`config.mk`:
```
export PLATFORM = sky130hd
export DESIGN_NAME = conv3_ctrl_flat
export DESIGN_NICKNAME = d
export VERILOG_FILES = /design/src/rtl/conv3_ctrl_if.sv /design/src/rtl/conv3_ctrl.sv /design/src/flat_wrapper.sv
export SDC_FILE = /design/constraint.sdc
export NUM_CORES = 1
export LEC_CHECK = 0
export ABC_CLOCK_PERIOD_IN_PS = 2800
export CELL_PAD_IN_SITES_DETAIL_PLACEMENT = 0
export CELL_PAD_IN_SITES_GLOBAL_PLACEMENT = 2
export CORE_ASPECT_RATIO = 0.75
export CORE_MARGIN = 2
export CORE_UTILIZATION = 27
export CTS_CLUSTER_SIZE = 14
export DETAILED_ROUTE_END_ITERATION = 10
export GPL_ROUTABILITY_DRIVEN = 0
export PLACE_DENSITY_LB_ADDON = 0.1
export SYNTH_ARGS = -nofsm -noshare
export SYNTH_HDL_FRONTEND = slang
export SYNTH_SLANG_ARGS = --single-unit
```
`constraint.sdc`:
```
create_clock -name clk -period 2.8 [get_ports clk]
set_clock_uncertainty 0.2 [all_clocks]
set_input_delay 0.28 -clock clk [delete_from_list [all_inputs] [get_ports clk]]
set_output_delay 0.28 -clock clk [all_outputs]
set_load 0.02 [all_outputs]
```
`src/rtl/conv3_ctrl_if.sv`:
```
// conv3_ctrl_if: pixel-pair input stream and window-result output stream
interface conv3_ctrl_if #(
    parameter int DATA_W = 13,
    parameter int OUT_W  = 24
);
    logic              in_valid;
    logic              in_ready;
    logic [DATA_W-1:0] in_a;
    logic [DATA_W-1:0] in_b;
    logic              out_valid;
    logic              out_ready;
    logic [OUT_W-1:0]  out_data;

    // Producer of pixels and consumer of results (testbench / upstream logic)
    modport master (
        output in_valid, in_a, in_b, out_ready,
        input  in_ready, out_valid, out_data
    );

    // The controller side
    modport slave (
        input  in_valid, in_a, in_b, out_ready,
        output in_ready, out_valid, out_data
    );
endinterface

```
`src/rtl/conv3_ctrl.sv`:
```
// conv3_ctrl: sequencer for the 2x2 dual-channel conv3 datapath (optional ReLU via CONV3_CTRL_RELU_EN)
module conv3_ctrl #(
    parameter int DATA_W = 13,
    parameter int W_W    = 8,
    parameter int ACC_W  = 22,
    parameter int OUT_W  = 24,
    parameter int CNT_W  = 16
) (
    input  logic               clk,
    input  logic               rst,
    input  logic               start,
    input  logic [CNT_W-1:0]   num_win,
    output logic               busy,
    output logic               done,
    input  logic               w_we,
    input  logic [2:0]         w_addr,
    input  logic [W_W-1:0]     w_data,
    conv3_ctrl_if.slave        stream,
    output logic [DATA_W-1:0]  dp_a,
    output logic [DATA_W-1:0]  dp_b,
    output logic [1:0]         dp_sel,
    output logic [4*W_W-1:0]   dp_wa,
    output logic [4*W_W-1:0]   dp_wb,
    input  logic [ACC_W-1:0]   dp_acc
);
    typedef enum logic [1:0] {IDLE, RUN, OUT} state_t;

    state_t                    state, state_nx;
    logic [1:0]                tap;
    logic [CNT_W-1:0]          win_cnt, num_lat;
    logic signed [OUT_W-1:0]   sum, acc_ext, result, result_out, out_q;
    logic                      done_q;
    logic [W_W-1:0]            wa [4];
    logic [W_W-1:0]            wb [4];
    logic                      start_ok, start_zero, accept, out_fire, last_win;

    assign start_ok   = state == IDLE && start && num_win != '0;
    assign start_zero = state == IDLE && start && num_win == '0;
    assign accept     = state == RUN && stream.in_valid;
    assign out_fire   = state == OUT && stream.out_ready;
    assign last_win   = win_cnt == num_lat - CNT_W'(1);

    assign acc_ext = {{(OUT_W-ACC_W){dp_acc[ACC_W-1]}}, dp_acc};
    assign result  = sum + acc_ext;
`ifdef CONV3_CTRL_RELU_EN
    assign result_out = result[OUT_W-1] ? '0 : result;
`else
    assign result_out = result;
`endif

    assign busy             = state != IDLE;
    assign done             = done_q;
    assign stream.in_ready  = state == RUN;
    assign stream.out_valid = state == OUT;
    assign stream.out_data  = out_q;
    assign dp_a             = stream.in_a;
    assign dp_b             = stream.in_b;
    assign dp_sel           = tap;
    assign dp_wa            = {wa[3], wa[2], wa[1], wa[0]};
    assign dp_wb            = {wb[3], wb[2], wb[1], wb[0]};

    // State register
    always_ff @(posedge clk) begin
        if (rst) state <= IDLE;
        else     state <= state_nx;
    end

    // Next state: start launches a run, 4th accept emits, out handshake loops or ends
    always_comb begin
        state_nx = state;
        if (start_ok) state_nx = RUN;
        if (accept && tap == 2'd3) state_nx = OUT;
        if (out_fire) state_nx = last_win ? IDLE : RUN;
    end

    // Tap/window counters, running sum, result register and done pulse
    always_ff @(posedge clk) begin
        if (rst) begin
            tap     <= '0;
            win_cnt <= '0;
            num_lat <= '0;
            sum     <= '0;
            out_q   <= '0;
            done_q  <= 1'b0;
        end else begin
            done_q <= start_zero || (out_fire && last_win);
            if (start_ok) begin
                num_lat <= num_win;
                tap     <= '0;
                sum     <= '0;
                win_cnt <= '0;
            end
            if (accept) begin
                tap <= tap + 2'd1;
                sum <= tap == 2'd3 ? '0 : result;
                if (tap == 2'd3) out_q <= result_out;
            end
            if (out_fire) win_cnt <= last_win ? '0 : win_cnt + CNT_W'(1);
        end
    end

    // Weight bank: writable only while idle
    always_ff @(posedge clk) begin
        if (rst) begin
            for (int i = 0; i < 4; i++) begin
                wa[i] <= '0;
                wb[i] <= '0;
            end
        end else if (state == IDLE && w_we) begin
            if (w_addr[2]) wb[w_addr[1:0]] <= w_data;
            else           wa[w_addr[1:0]] <= w_data;
        end
    end
endmodule

```
`src/flat_wrapper.sv`:
```
// flat-port wrapper written by rule: the top's interface ports become plain ports
module conv3_ctrl_flat 
#(
    parameter int DATA_W = 13,
    parameter int W_W    = 8,
    parameter int ACC_W  = 22,
    parameter int OUT_W  = 24,
    parameter int CNT_W  = 16
)
  (clk, rst, start, num_win, busy, done, w_we, w_addr, w_data, dp_a, dp_b, dp_sel, dp_wa, dp_wb, dp_acc, stream_in_valid, stream_in_a, stream_in_b, stream_out_ready, stream_in_ready, stream_out_valid, stream_out_data);
  conv3_ctrl_if #(.DATA_W(DATA_W), .OUT_W(OUT_W)) stream_i ();
  input  logic clk;
  input  logic rst;
  input  logic start;
  input  logic [CNT_W-1:0] num_win;
  output logic busy;
  output logic done;
  input  logic w_we;
  input  logic [2:0] w_addr;
  input  logic [W_W-1:0] w_data;
  output logic [DATA_W-1:0] dp_a;
  output logic [DATA_W-1:0] dp_b;
  output logic [1:0] dp_sel;
  output logic [4*W_W-1:0] dp_wa;
  output logic [4*W_W-1:0] dp_wb;
  input  logic [ACC_W-1:0] dp_acc;
  input wire logic [$bits(stream_i.in_valid)-1:0] stream_in_valid;
  input wire logic [$bits(stream_i.in_a)-1:0] stream_in_a;
  input wire logic [$bits(stream_i.in_b)-1:0] stream_in_b;
  input wire logic [$bits(stream_i.out_ready)-1:0] stream_out_ready;
  output wire logic [$bits(stream_i.in_ready)-1:0] stream_in_ready;
  output wire logic [$bits(stream_i.out_valid)-1:0] stream_out_valid;
  output wire logic [$bits(stream_i.out_data)-1:0] stream_out_data;
  assign stream_i.in_valid = stream_in_valid;
  assign stream_i.in_a = stream_in_a;
  assign stream_i.in_b = stream_in_b;
  assign stream_i.out_ready = stream_out_ready;
  assign stream_in_ready = stream_i.in_ready;
  assign stream_out_valid = stream_i.out_valid;
  assign stream_out_data = stream_i.out_data;
  conv3_ctrl #(.DATA_W(DATA_W), .W_W(W_W), .ACC_W(ACC_W), .OUT_W(OUT_W), .CNT_W(CNT_W)) u_core (.clk(clk), .rst(rst), .start(start), .num_win(num_win), .busy(busy), .done(done), .w_we(w_we), .w_addr(w_addr), .w_data(w_data), .stream(stream_i), .dp_a(dp_a), .dp_b(dp_b), .dp_sel(dp_sel), .dp_wa(dp_wa), .dp_wb(dp_wb), .dp_acc(dp_acc));
endmodule
```
---- Yosys cells after proc, flatten, opt, wreduce, memory -nomap -nowiden ----
Memory sizes are Yosys's and may differ from the RTL's.
Index checks and enable logic that the tools add are counted.
word-level totals
  bits in registers ....................... 85
  RAM bits ................................ 64
  input bits .............................. 81
  output and inout port bits .............. 120
  word-level logic and storage cells ...... 64
  memories kept ........................... 2
memory list
  name       words  bits a word  rd ports  clocked after memory_dff  write ports  line              source
  u_core.wa  4      8            4         0                         4            conv3_ctrl.sv:33  logic [W_W-1:0] wa [4];
  u_core.wb  4      8            4         0                         4            conv3_ctrl.sv:34  logic [W_W-1:0] wb [4];
operators by class
  $add $sub $neg .......................... 4
  equal/unequal tests ..................... 4
  muxes and demuxes ....................... 28
  reduce and logical (&&, ||, !) cells .... 19
operators by type and width
  kind                     number
  $mux W24                 3
  $mux W16                 3
  $add A24 B22 Y24         1
  $add A16 B1 Y16 const B  1
  $eq A16 B16 Y1           1
  $logic_not A16 Y1        1
  $mux W8                  2
  $reduce_bool A16 Y1      1
  $reduce_or A8 Y1         2
  $sub A16 B1 Y16 const B  1
  $mux W2                  7
  $mux W1                  13
  $logic_and A1 B1 Y1      8
  $reduce_bool A2 Y1       3
  $eq A2 B2 Y1 const B     2
  $reduce_bool A3 Y1       1
  $add A2 B1 Y2 const B    1
  $eq A2 B1 Y1 const B     1
  $logic_not A2 Y1         1
  $reduce_and A2 Y1        1
  $logic_or A1 B1 Y1       1

---- Logic depth before layout (Yosys ltp) ----
  depth after elaboration ................. 7
  gate-level depth with buffers ........... 11
  mapped depth without buffers ............ 11

---- Least setup slack after synthesis ----
Ideal clock, no wire load.
  path type ............................... register -> register
  from .................................... reg u_core.num_lat[0]
  to ...................................... reg u_core.win_cnt[6]
  setup time .............................. 115 ps
  data arrival time ....................... 2332 ps
  required time ........................... 2485 ps
  slack ................................... 153 ps
  stages on the path, launching flop included .. 12
  path buffers ............................ 1
  period minus slack after synthesis ...... 2647 ps
  cell sequence ........................... dfxtp_1 inv_1 ha_1 nor3b_2 nor4b_4 nand3_1 o21bai_1 a31oi_2 nor4_1 or3_1 buf_6 nor2_2
on the way
  word-level cells in the longest chain between the ends .. 4
RTL lines
  what                      line              source
  start: declaration        conv3_ctrl.sv:30  logic [CNT_W-1:0] win_cnt, num_lat;
  start signal: assignment  conv3_ctrl.sv:88  num_lat <= num_win;
  $sub A16 B1 Y16           conv3_ctrl.sv:41  assign last_win = win_cnt == num_lat - CNT_W'(1);
  $eq A16 B16 Y1            conv3_ctrl.sv:41
  $mux W16 (2 in a row)     conv3_ctrl.sv:98  if (out_fire) win_cnt <= last_win ? '0 : win_cnt + CNT_W'(1);
  end signal: assignment    conv3_ctrl.sv:98
  end: declaration          conv3_ctrl.sv:30
Every way passes these cells.
A chain may end at the register's enable or synchronous reset.

---- Worst setup path in the final report ----
  from .................................... reg u_core.num_lat[4]
  to ...................................... reg u_core.win_cnt[13]
The elaborated chain is that of the path after synthesis.

==> metrics.md <==
| Metric | Value |
|---|---|
| Cell area after layout | 10800 um2 |
| Post-synthesis xor/xnor area fraction | 0.0527 |
| Final setup margin | 0.0237 ns |
| Core box area | about 28000 um2 |
| Post-synthesis simple-gate area fraction | 0.217 |
| # rows | 53 |
| Crit path kind | reg2reg |
| Max capacitance violation total | 0 |
| RSZ-0062 raised after global routing | yes |
| Power per cell area | 525 nW/um2 |
| Worst VDD drop | 0.000408 V |
| GRT overflow | 0 |
| Via density | about 4.6 |
| Synth area leader | edfxtp_1 |
| Final-report setup violation count | 0 |
| Largest family of logic cells by synthesized area | simple AND/OR/NAND/NOR gates |
| Clk sinks | 149 |
| Inserted Diodes | 0 |
| Area contributors post-synth | edfxtp_1 25%, dfxtp_1 22%, ha_1 4.3%, nand2_1 3.9%, and2_1 3.5% |
| CTS buffer count | 17 |
| Crit path arrival time | 2.89 ns |
| Initial Util | 0.274 |
| Number of synthesized flops with an enable pin | 64 |
| Syn Area/Cell | 9.63 um2 |
| Most common cell in the netlist | dfxtp_1 |
| Crit path max-delay family | simple AND/OR/NAND/NOR gates |
| Critical Path Source Type | flop |
| DR WL/cell | 17.0 um |
| Leak pwr | 4.41 nW |
| Die Ht | ~150 um |
| Cell mode on critical path | o22ai_1 |
| CTS clock-pin slew for the worst setup and hold paths | 0.07 ns |
| Seq/Total Area, Yosys | 0.474 |
| Levels on crit path | 11 |
| Synth top area share | 0.252 |
| Area growth syn-to-layout | 41.8% |
| Vias | roughly 6500 |
| Clock Tree Buf Depth | 2 |
| Routed wire length | about 24 mm |
| HP Class | in2reg |
| Ys async rst share | 0 |
| R2R depth | 11 |
| Nets@finish | 1113 |
| Largest net degree at the start of global routing | 37 |
| Synth Area in Adders | 0.0452 |
| Drt pass-1 iters | 6 |
| Multi-input gate area | 3770 um2 |
| Register Area | 3630 um2 |
| Status | completed |
| Synthesized cell area | roughly 7600 um2 |
| Max-slew headroom | 0.457 |
| Dpl ws | -0.584 ns |
| Width of the die | between 150 and 200 um |
| Global-route wire length before repair | 36.1 mm |
| Yosys warnings | 0 |
| Fill cells | 2817 |
| Share of cells above drive strength 1 | 0.179 |
| CTS tree | built |
| Post-synthesis compound-gate area fraction | 0.133 |
| CP Capture Type | flop |
| Dpl cell area | 10000 um2 |
| Syn Nets | 901 |
| Mux cell area share after synthesis | 0.0251 |
| Routed Antenna Nets | 0 |
| DR iter-0 viols | 287 |
| Slowest CP cell | or4_4 |
| Latest clock arrival within the worst-skew pair | approximately 0.43 ns |
| Main synth FF type | dfxtp_1 |
| Setup TNS | 0 ns |
| CP peak stage delay | 0.58 ns |
| Synthesized instance count | 793 |
| Clk root buf | clkbuf_16 |
| Max Slew Vio Count | 0 |
| Drc violations | 0 |
| Top-Level Pins | 201 |
| Yosys reg bits | 149 |
| Gr usage total | 0.161 |
| Port bufs | approximately 150 |
| Final hold violations | 0 |
| Max H-tree Level | 4 |
| Initial antenna violation count | 1 |
| Tcrit/Tclk final | 0.992 |
| Post-synth top cells | 85 x dfxtp_1, 79 x nand2_1, 67 x nor2_1 |
| Fin crit period | 2.78 ns |
| Total power | 5.69 mW |
| DIE AREA | 29700 um2 |
| Critical Path RT | 2.92 ns |
| Worst-Margin Slew | 0.811 ns |
| CP Max Fanout | 5 |
| Max Fclk | 360 MHz |
| CP Buf/Inv Count | 3 |
| Vias in the first global route | about 6400 |
| CP Cell Sequence | or4_4 > buf_12 > nor3_4 > nand3_1 > o22ai_1 > a31oi_2 > buf_4 > o31ai_4 > buf_6 > o22ai_1 > a21o_1 |
| Netlist cell types | 72 |
| WHS Path Cells | 2 |
| Detailed Place HPWL | between 15 and 20 mm |
==> stage by stage <==
step           cells  hold slack [ns]   util
2_1_floorplan    793            0.224      -
3_3_place_gp    1361            0.243  0.358
3_5_place_dp    1361            0.250  0.358
4_1_cts         1395           0.0500  0.382
5_1_grt         1403           0.0611  0.388
6_report        1403           0.0464  0.388
==> logic make-up (layout without fill, tap and decap cells) <==
group / count (synthesis) / after routing
and+or+nand+nor: 322 / 323
AOI/OAI and AO/OA: 153 / 153
DFF: 149 / 149
buffers and inverters: 77 / 301
xor gates and xnor gates: 46 / 46
adders and majority gates: 27 / 27
muxes: 19 / 19
==> worst paths after layout <==
path / end / startpoint / slack [ns]
setup / recovery: u_core.win_cnt[13]$_SDFFE_PP0P_ / u_core.num_lat[4]$_SDFFE_PP0P_ / 0.02
hold / removal: u_core.sum[14]$_SDFFE_PP0P_ / rst / 0.05
setup reg to reg: u_core.win_cnt[13]$_SDFFE_PP0P_ / u_core.num_lat[4]$_SDFFE_PP0P_ / 0.02
hold reg to reg: u_core.stream.out_data[11]$_SDFFE_PP0P_ / u_core.stream.out_data[11]$_SDFFE_PP0P_ / 0.26
==> layout by cell type (no fill, tap or decap), types with 19 or more instances in the layout <==
cell type        count
clkdlybuf4s50_1    147
buf_4               91
dfxtp_1             81
nand2_1             79
nor2_1              66
edfxtp_1            64
and2_1              43
a21oi_1             40
and3_1              36
ha_1                25
xnor2_1             24
inv_1               21
xor2_1              21
nor3_1              20
o21ai_0             20
nand3_1             19
==> area by class of cell <==
class	instances	area share
clock buffer	17	0.0393
clock inverter	15	0.0151
inverter	22	0.00762
multi-input combinational	568	0.348
sequential	149	0.335
tap	385	0.0445
timing repair buffer	247	0.210
==> sequential cells by signal (all words and copies together), names as in the netlist <==
name	flops
u_core.done	1
u_core.dp_sel	2
u_core.num_lat	16
u_core.state	2
u_core.stream.out_data	24
u_core.sum	24
u_core.wa	32
u_core.wb	32
u_core.win_cnt	16
==> metal layers <==
layer	up-vias	GRT usage	share of wire
met3	34	0.0282	0.044
met5	-	0	0
met2	123	0.249	0.45
met4	0	0.0489	0.016
li1	3243	-	-
met1	3109	0.228	0.49
==> worst reg2reg max path, delay by kind of cell (launching register included) <==
kind	cells	cell delay, ns
compound gates	5	0.83
buf+inv	3	0.47
flops	1	0.32
simple gates	3	0.85
==> power by group <==
group	internal (mW)	switching [mW]	total, mW
Clock	1.27	1.05	2.31
Sequential	2.34	0.0469	2.39
Combinational	0.479	0.505	0.983
==> repair_timing <==
item | CTS | global route
pin swaps | 10 | 29
setup endpoints to repair | 23 | 36
resized for setup | 15 | 30
hold buffers | 0 | 0
gates cloned | 0 | 2
buffers inserted | 3 | 7
(Power assumes the default switching activity.)
